### config.mk
export PLATFORM = sky130hd
export DESIGN_NAME = regfile_write_arbiter
export DESIGN_NICKNAME = d
export VERILOG_FILES = /design/src/rtl/regfile_write_arbiter_pkg.sv /design/src/rtl/regfile_write_arbiter_fifo.sv /design/src/rtl/regfile_write_arbiter.sv
export SDC_FILE = /design/constraint.sdc
export NUM_CORES = 1
export LEC_CHECK = 0
export BUFFER_PORTS_ARGS = -buffer_cell sky130_fd_sc_hd__buf_2
export CORE_MARGIN = 5
export CORE_UTILIZATION = 53
export DETAILED_ROUTE_END_ITERATION = 16
export GPL_ROUTABILITY_DRIVEN = 0
export PLACE_DENSITY = 0.77
export SLEW_MARGIN = 0
export SYNTH_ARGS = -nofsm -noshare
export SYNTH_HDL_FRONTEND = slang
export SYNTH_HIERARCHICAL = 1
export SYNTH_SLANG_ARGS = --single-unit
export TNS_END_PERCENT = 20
### constraint.sdc
create_clock -name clk -period 3.49 [get_ports clk]
set_clock_uncertainty 0.15 [all_clocks]
set_input_delay 0.698 -clock clk [delete_from_list [all_inputs] [get_ports clk]]
set_output_delay 0.698 -clock clk [all_outputs]
set_load 0.1 [all_outputs]
### src/rtl/regfile_write_arbiter_pkg.sv
// -----------------------------------------------------------------------------
// regfile_write_arbiter_pkg
// Shared types and constants for the register-file write arbiter slice.
//   REG_W    : register address width
//   DATA_W   : register data width
//   NUM_REGS : number of architectural registers (width of the pending map)
//   REG_ZERO : hard-wired zero register; writes to it are dropped
//   wb_entry : one queued write-back {dest, data}
// -----------------------------------------------------------------------------
package regfile_write_arbiter_pkg;

    localparam int REG_W    = 5;
    localparam int DATA_W   = 32;
    localparam int NUM_REGS = 32;

    localparam logic [REG_W-1:0] REG_ZERO = 5'd0;

    // The destination field is called dest because "reg" is a keyword.
    typedef struct packed {
        logic [REG_W-1:0]  dest;
        logic [DATA_W-1:0] data;
    } wb_entry;

endpackage

### src/rtl/regfile_write_arbiter_fifo.sv
// -----------------------------------------------------------------------------
// wb_fifo
// Dual-push, single-pop in-order FIFO of write-back entries.
//   clk, rst_n          : clock, asynchronous active-low reset
//   push0 / push0Entry  : first-ordered write port (MEM path)
//   push1 / push1Entry  : second-ordered write port (ALU path)
//   pop                 : remove the head (caller guarantees level != 0)
//   headEntry           : current head entry (valid when level != 0)
//   level               : occupancy, 0..DEPTH
//   entryValid/entryDest: per-slot occupancy and destination, for the
//                         pending-register scoreboard
// -----------------------------------------------------------------------------
module wb_fifo
    import regfile_write_arbiter_pkg::*;
#(
    parameter int DEPTH = 4,
    parameter int CNT_W = $clog2(DEPTH) + 1
) (
    input  logic                        clk,
    input  logic                        rst_n,
    input  logic                        push0,
    input  wb_entry                     push0Entry,
    input  logic                        push1,
    input  wb_entry                     push1Entry,
    input  logic                        pop,
    output wb_entry                     headEntry,
    output logic [CNT_W-1:0]            level,
    output logic [DEPTH-1:0]            entryValid,
    output logic [DEPTH-1:0][REG_W-1:0] entryDest
);

    localparam int PTR_W = $clog2(DEPTH);

    wb_entry          mem [DEPTH];
    logic [PTR_W-1:0] rdPtr;
    logic [PTR_W-1:0] wrPtr;
    logic [PTR_W-1:0] wrPtrPlus1;

    assign wrPtrPlus1 = wrPtr + PTR_W'(1);

    // NOTE: storage has no reset; slot contents are only observed through
    // entryValid/level, which are reset, so clearing the array buys nothing.
    always_ff @(posedge clk) begin
        if (push0) begin
            mem[wrPtr] <= push0Entry;
        end
        // When both push, port 1 lands behind port 0 to preserve order.
        if (push1) begin
            mem[push0 ? wrPtrPlus1 : wrPtr] <= push1Entry;
        end
    end

    // NOTE: sequential state uses non-blocking assignments so every register
    // samples pre-edge values regardless of statement order.
    always_ff @(posedge clk or negedge rst_n) begin
        if (!rst_n) begin
            rdPtr <= '0;
            wrPtr <= '0;
            level <= '0;
        end else begin
            wrPtr <= wrPtr + PTR_W'(push0) + PTR_W'(push1);
            rdPtr <= rdPtr + PTR_W'(pop);
            level <= level + CNT_W'(push0) + CNT_W'(push1) - CNT_W'(pop);
        end
    end

    assign headEntry = mem[rdPtr];

    // A slot is live when its distance from the read pointer is below level.
    for (genvar i = 0; i < DEPTH; i++) begin : gEntry
        logic [PTR_W-1:0] offs;
        assign offs          = PTR_W'(i) - rdPtr;
        assign entryValid[i] = CNT_W'(offs) < level;
        assign entryDest[i]  = mem[i].dest;
    end

endmodule

### src/rtl/regfile_write_arbiter.sv
// -----------------------------------------------------------------------------
// regfile_write_arbiter
// Merges MEM-path and ALU-path write-backs into the single register-file write
// port through an in-order FIFO and a registered output stage, and exports a
// pending-destination map for hazard detection.
//   clk, rst_n                     : clock, asynchronous active-low reset
//   mem_valid/mem_ready/reg/data   : MEM-path request handshake
//   alu_valid/alu_ready/reg/data   : ALU-path request handshake
//   RegWrite/WriteRegister/WriteData : registered register-file write port
//   pending                        : bit r set while a write to r is queued or
//                                    being issued (bit 0 always clear)
//   level                          : FIFO occupancy
//   drained                        : FIFO empty and output stage idle
// -----------------------------------------------------------------------------
module regfile_write_arbiter
    import regfile_write_arbiter_pkg::*;
#(
    parameter int DEPTH = 4,
    parameter int CNT_W = $clog2(DEPTH) + 1
) (
    input  logic              clk,
    input  logic              rst_n,
    input  logic              mem_valid,
    output logic              mem_ready,
    input  logic [4:0]        mem_reg,
    input  logic [31:0]       mem_data,
    input  logic              alu_valid,
    output logic              alu_ready,
    input  logic [4:0]        alu_reg,
    input  logic [31:0]       alu_data,
    output logic              RegWrite,
    output logic [4:0]        WriteRegister,
    output logic [31:0]       WriteData,
    output logic [31:0]       pending,
    output logic [CNT_W-1:0]  level,
    output logic              drained
);

    logic [CNT_W-1:0]            freeSlots;
    logic                        memPush;
    logic                        aluPush;
    logic                        popHead;
    wb_entry                     headEntry;
    logic [DEPTH-1:0]            entryValid;
    logic [DEPTH-1:0][REG_W-1:0] entryDest;
    logic [NUM_REGS-1:0]         pendingVec;

    assign freeSlots = CNT_W'(DEPTH) - level;

    // ALU must leave room for MEM whenever MEM is also requesting, since MEM
    // is enqueued first on a shared edge.
    assign mem_ready = freeSlots >= CNT_W'(1);
    assign alu_ready = mem_valid ? (freeSlots >= CNT_W'(2))
                                 : (freeSlots >= CNT_W'(1));

    // Register-0 writes complete the handshake but are never queued.
    assign memPush = mem_valid && mem_ready && (mem_reg != REG_ZERO);
    assign aluPush = alu_valid && alu_ready && (alu_reg != REG_ZERO);
    assign popHead = level != '0;

    wb_fifo #(
        .DEPTH (DEPTH),
        .CNT_W (CNT_W)
    ) uFifo (
        .clk        (clk),
        .rst_n      (rst_n),
        .push0      (memPush),
        .push0Entry ('{dest: mem_reg, data: mem_data}),
        .push1      (aluPush),
        .push1Entry ('{dest: alu_reg, data: alu_data}),
        .pop        (popHead),
        .headEntry  (headEntry),
        .level      (level),
        .entryValid (entryValid),
        .entryDest  (entryDest)
    );

    // Output stage: one write per cycle, address/data hold while idle.
    always_ff @(posedge clk or negedge rst_n) begin
        if (!rst_n) begin
            RegWrite      <= 1'b0;
            WriteRegister <= '0;
            WriteData     <= '0;
        end else if (popHead) begin
            RegWrite      <= 1'b1;
            WriteRegister <= headEntry.dest;
            WriteData     <= headEntry.data;
        end else begin
            RegWrite      <= 1'b0;
        end
    end

    // NOTE: defaulting pendingVec before the loop keeps this block purely
    // combinational; a missing default would infer a latch.
    always_comb begin
        pendingVec = '0;
        for (int i = 0; i < DEPTH; i++) begin
            if (entryValid[i]) begin
                pendingVec = pendingVec | (NUM_REGS'(1) << entryDest[i]);
            end
        end
        if (RegWrite) begin
            pendingVec = pendingVec | (NUM_REGS'(1) << WriteRegister);
        end
        pendingVec[0] = 1'b0;
    end

    assign pending = pendingVec;
    assign drained = (level == '0) && !RegWrite;

endmodule

# Word-level counts from Yosys, hierarchy flattened
# Memories as Yosys holds them, arrays and structs flattened. A register that Yosys moved wholly into a read port is not among the register bits.
# Cells that the tools add are included.
# op_classes
reduce_logical	11
n_mux	12
shifts	5
n_lt_le_gt_ge	6
addsub	12
bitwise	4
# ops
op	n
two-way mux 32 bit	5
left shift 1 x 5 -> 32 bit, first input constant	5
OR 32 bit	4
less-than comparator 2 x 3 -> 1 bit	4
nonzero test 5 bit	2
adder 2 x 1 -> 2 bit	3
adder 3 x 1 -> 3 bit	2
two-way mux 1 bit	6
logical AND 1 bit	5
subtractor 1 x 2 -> 2 bit, first input constant	2
subtractor 2 bit, first input constant	2
greater-or-equal comparator 3 x 1 -> 1 bit, second input constant	1
greater-or-equal comparator 3 x 2 -> 1 bit, second input constant	1
zero test 3 bit	1
nonzero test 3 bit	1
subtractor 3 x 1 -> 3 bit	1
subtractor 3 bit, first input constant	1
adder 2 x 1 -> 2 bit, second input constant	1
zero test 1 bit	2
two-way mux 2 bit	1
# totals
memories	1
output_inout_bits	76
register_bits	8
inputBits	78
wordCells	55
ram_bits	148
# mem_list
memory	words	word_bits	read_ports	rd_clocked_by_memory_dff	wr	line_no	source
uFifo.mem	4	37	5	1	2	regfile_write_arbiter_fifo.sv:34	wb_entry mem [DEPTH];

# Depth between registers and ports, before layout
# depth
word_depth	11
mapped_depth	14
ltp_nobuf	13

# Hierarchy
# Netlist, hierarchy kept.
# modules_own_cells
mod	cells_each	instances	seq_area_each_um2	area_per_inst_um2
wb_fifo	441	1	4619.4	8094.0
regfile_write_arbiter	304	1	950.9	2969.1

# Worst setup path after synthesis
# Ideal clock, no wire load.
# synth_path
path_type	register -> register
startpoint	reg uFifo.level[0]
endpoint	mem uFifo/mem[2][0] (netlist bit) (enable)
path_slack_ns	-1.838
period_less_slack_ns	5.328
stages_incl_launch_ff	10
setup_time_ns	0.393
t_arrival_ns	4.785
path_buffers	2
required_ns	2.947
cell_sequence	dfrtp_1 > ha_1 > nor3_1 > o21ai_1 > o311a_1 > nand2_1 > o22ai_1 > buf_4 > buf_6 > a21o_1
# synth_rtl
item	line_no	source
start: declaration	regfile_write_arbiter_fifo.sv:27	output logic [CNT_W-1:0] level,
start signal: assignment	regfile_write_arbiter_fifo.sv:63	level <= level + CNT_W'(push0) + CNT_W'(push1) - CNT_W'(pop);
end: declaration	regfile_write_arbiter_fifo.sv:34	

# Final worst setup path
# layout_path
startpoint	reg uFifo.level[1]
endpoint	out pending[18]
# layout_via
word_cells_on_any_way	13
classes_between	order compare (4); mux (5); bitwise (4)
# layout_rtl
item	line_no	source
less-than comparator 2 x 3 -> 1 bit (*)	regfile_write_arbiter_fifo.sv:73	assign entryValid[i] = CNT_W'(offs) < level;
net entryValid[1]	regfile_write_arbiter.sv:44	logic [DEPTH-1:0] entryValid;
two-way mux 32 bit (*)	regfile_write_arbiter.sv:98	if (entryValid[i]) begin
OR 32 bit	regfile_write_arbiter.sv:99	pendingVec = pendingVec | (NUM_REGS'(1) << entryDest[i]);
two-way mux 32 bit (*)	regfile_write_arbiter.sv:98	
OR 32 bit	regfile_write_arbiter.sv:99	
two-way mux 32 bit (*)	regfile_write_arbiter.sv:98	
OR 32 bit	regfile_write_arbiter.sv:103	pendingVec = pendingVec | (NUM_REGS'(1) << WriteRegister);
two-way mux 32 bit (*)	regfile_write_arbiter.sv:102	if (RegWrite) begin
end: declaration	regfile_write_arbiter.sv:34	output logic [31:0] pending,
# Mark *: on every way through the listed nets, which the timed path passes. The rest lies on a longest branch.

==> insert_results.sql <==
INSERT INTO impl_metrics (metric_group, metric, value, unit) VALUES
('clock_tree', 'cts_buffers', '17', ''),
('sta', 'share_of_the_clock_period_used_by_the_worst_path', '99.9', '%'),
('detailed_routing', 'initialDrtViolationCount', '598', ''),
('detailed_routing', 'postRouteWirelength', '27900', 'µm'),
('detailed_routing', 'wl_per_cell', '23.8', 'µm'),
('logic_synthesis', 'synth-seq-area-share', '50.4', '%'),
('die', 'dieHeight', '154', 'µm'),
('layout', 'post_route_cells_drive_above_1_share', '51.5', '%'),
('sta', 'rsz0062_at_grt', 'true', ''),
('sta', 'worst_pin_slew', '0.812', 'ns'),
('logic_synthesis', 'synthDominantCellAreaShare', '40.2', '%'),
('logic_synthesis', 'async_flop_share', '23.3', '%'),
('logic_synthesis', 'synth_enable_flop_cells', '148', ''),
('sta', 'period_minus_slack', '3.49', 'ns'),
('detailed_routing', 'drcViolationCount', '0', ''),
('setup_path', 'startpoint_type', 'register', ''),
('logic_synthesis', 'avgSynthCellArea', '14.8', 'µm²'),
('detailed_routing', 'detailedRoute.firstPassIterationCount', '5', ''),
('layout', 'areaGrowthSynthToFinish', '20.6', '%'),
('logic_synthesis', 'post_synth_inst_count', '745', ''),
('die', 'number_of_standard_cell_rows_in_the_floorplan', '52', ''),
('sta', 'final_max_slew_viol_count', '0', ''),
('die', 'num_io_pins', '154', ''),
('placement', 'port_buffers', '152', ''),
('die', 'die_width', '154', 'µm'),
('clock_tree', 'cts.hold.buffers_added', '0', ''),
('detailed_routing', 'avgViaCountPerCell', '6.27', ''),
('detailed_routing', 'route.vias.total', '7354', ''),
('global_routing', 'grt-ovfl-total', '0', ''),
('clock_tree', 'insertion_delay', '0.43', 'ns'),
('global_routing', 'grt_pass1_vias', '7631', ''),
('logic_synthesis', 'synth_area', '11100', 'µm²'),
('setup_path', 'cp-startpoint', 'uFifo/level[1]$_DFF_PN0_', ''),
('setup_path', 'crit_chain', 'inv_4 -> ha_1 -> a21oi_1 -> o21bai_2 -> buf_4 -> nand4b_1 -> o32ai_1 -> or3_1 -> buf_12', ''),
('worst_hold_path', 'hp-class', 'in -> async', ''),
('layout', 'fillers', '1400', ''),
('layout', 'largest_register_ffs', '148', ''),
('clock_tree', 'tritoncts', 'built', ''),
('global_routing', 'grt_util_all_layers', '23.4', '%'),
('sta', 'total_of_endpoints_with_negative_setup_slack_in_the_final_report', '0', ''),
('layout', 'num-nets-final', '981', ''),
('clock_tree', 'root_buffer', 'clkbuf_16', ''),
('setup_path', 'crit_fanout', '6', ''),
('logic_synthesis', 'ys_seq_elements', '193', ''),
('setup_path', 'path_class', 'reg -> out', ''),
('global_routing', 'grt_pass1_wl', '43900', 'µm'),
('clock_tree', 'clock_sinks', '193', ''),
('setup_path', 'worst_path_largest_cell_delay', '0.51', 'ns'),
('die', 'effective_utilization_at_floorplan', '54.3', '%'),
('logic_synthesis', 'synth_top_flop_cell', 'edfxtp_1', ''),
('logic_synthesis', 'yosysTopAreaCell', 'edfxtp_1', ''),
('job', 'cap_viol_max_count', '0', ''),
('setup_path', 'critPathArrivalTime', '2.64', 'ns'),
('logic_synthesis', 'distinct_cell_type_count_of_the_synthesized_netlist', '54', ''),
('setup_path', 'crit_slowest_cell', 'dfrtp_4', ''),
('clock_tree', 'ctsLongestPathBuffers', '2', ''),
('sta', 'timing.fmax', '287', 'MHz'),
('setup_path', 'worst_setup_path_end_kind', 'output pin', ''),
('run_status', 'outcome', 'completed', ''),
('logic_synthesis', 'synth.yosys.warnings', '6', ''),
('sta', 'final.setup.tns', '0', 'ns'),
('detailed_routing', 'detail-route-antenna-nets', '0', ''),
('clock_tree', 'cts_htree_levels', '4', ''),
('sta', 'fin_hold_viols', '0', ''),
('setup_path', 'worst-endpoint-required', '2.64', 'ns'),
('setup_path', 'cp_top_family', 'simple AND/OR/NAND/NOR gates', ''),
('logic_synthesis', 'synth_top_cells_by_area', 'edfxtp_1 (40%), mux2_2 (12%), dfrtp_1 (10%), mux4_2 (7.5%), mux2_4 (5.2%)', ''),
('clock_tree', 'clk_transition_reported_paths', '0.07', 'ns'),
('global_routing', 'grt_start_max_net_pins', '39', ''),
('die', 'core-area', '20400', 'µm²'),
('logic_synthesis', 'mappedNetlistNets', '840', ''),
('die', 'die-area', '23900', 'µm²'),
('setup_path', 'critical_path.reg2reg.startpoint', 'uFifo/level[0]$_DFF_PN0_', ''),
('placement', 'dp_hpwl', '19200', 'µm'),
('setup_path', 'critical_path.n_buffers_inverters', '3', ''),
('sta', 'slew-limit-headroom', '45.9', '%'),
('global_routing', 'grt_antenna_before_repair', '6', '');
-- layout by cell type, fill, tap and decap left out, drive strengths merged, types with 3 or more instances in the layout --
cell	n
inv	17
xnor2	4
nor3	10
clkinv	7
nand2b	13
o22ai	26
nor4b	5
and4bb	14
ha	14
edfxtp	148
buf	183
or2	4
nor2b	12
and4b	3
mux4	37
fa	3
nand4b	14
dfrtp	45
or3	14
nand2	20
a211o	3
clkbuf	17
nand3	15
bufinv	3
nand4	5
a22oi	22
a21oi	4
nor2	16
a32oi	8
mux2	185
diode	3
o32ai	7
-- cell usage after synthesis, types with 5 or more instances --
library cell,count
a32oi_1,8
edfxtp_1,148
mux4_2,37
nor2_1,16
nor3_1,9
ha_1,14
mux2_2,119
nand3_1,15
or3_1,14
a22oi_1,22
and4bb_2,8
nand4_1,5
buf_4,25
o32ai_1,7
dfrtp_1,45
buf_6,7
nand4b_1,13
and4bb_1,6
inv_1,14
nor2b_1,12
mux2_4,38
buf_2,19
o22ai_1,25
nand2b_1,12
mux2_1,28
nand2_1,20
-- final cells by class --
type                       instances  area, µm²  share of cell area (%)
clock inverter                    15        184                    1.38
tap                              270        338                    2.53
multi-input combinational        477       5180                    38.9
antenna                            3       7.51                  0.0563
timing repair buffer             183       1570                    11.7
sequential                       193       5580                    41.8
inverter                          14       55.1                   0.413
clock buffer                      17        425                    3.19
-- logic make-up after synthesis --
logic type / after synthesis / synth area share [%]
compound gates: 80 / 5.42
xor+xnor: 5 / 0.396
fa+ha+maj: 17 / 2.13
buf+inv: 75 / 4.77
flops: 193 / 50.4
mux: 222 / 27.7
other cells: 1 / 0.0339
simple gates: 152 / 9.25
-- stage by stage --
stage                     util, %  worst slack, ns  hold slack, ns  std cells  cell area (µm²)
after global routing         65.5           -0.101           0.115       1172            13300
after floorplan                 -           -0.370           0.252        745            11100
after CTS                    64.7          -0.0630          0.0932       1165            13200
final                        65.5          0.00180          0.0856       1172            13300
after global placement       61.6            0.205           0.320       1133            12500
after detailed placement     61.6           0.0224           0.325       1133            12500
-- worst register-to-register path: cells and delay by family, from the launching register on --
family          cells  cell delay, ns
fa+ha+maj           5            1.53
flops               1            0.53
xor+xnor            2            0.33
simple gates        2            0.27
buf+inv             3            0.24
compound gates      1            0.22
-- final timing paths --
path	end	slack, ns	cells after the start
max in group asynchronous	uFifo/level[0]$_DFF_PN0_	2.71	2
hold / removal	WriteData[0]$_DFFE_PN0P_	0.09	2
min in group clk	WriteData[29]$_DFFE_PN0P_	0.34	1
setup reg to reg	uFifo/level[2]$_DFF_PN0_	0.13	13
setup / recovery	pending[18]	0.002	9
hold reg to reg	WriteData[29]$_DFFE_PN0P_	0.34	1
-- timing repair --
item,in CTS,in global routing
gates resized for setup,11,23
setup buffers,0,4
pin swaps,0,7
hold endpoints to repair,0,0
setup endpoints to repair,14,31
-- per-layer routing --
metal  vias to the layer above  wire, µm  track usage [%]
met5                         -        37                0
met4                         6       804             7.36
met3                        76      2240             5.81
met2                       381     13900             40.1
met1                      3647     10900             29.5
li1                       3244         -                -
Power is left out: the tool's default activity adds up to more than one toggle a clock period on the data nets, which glitch-free logic cannot reach.
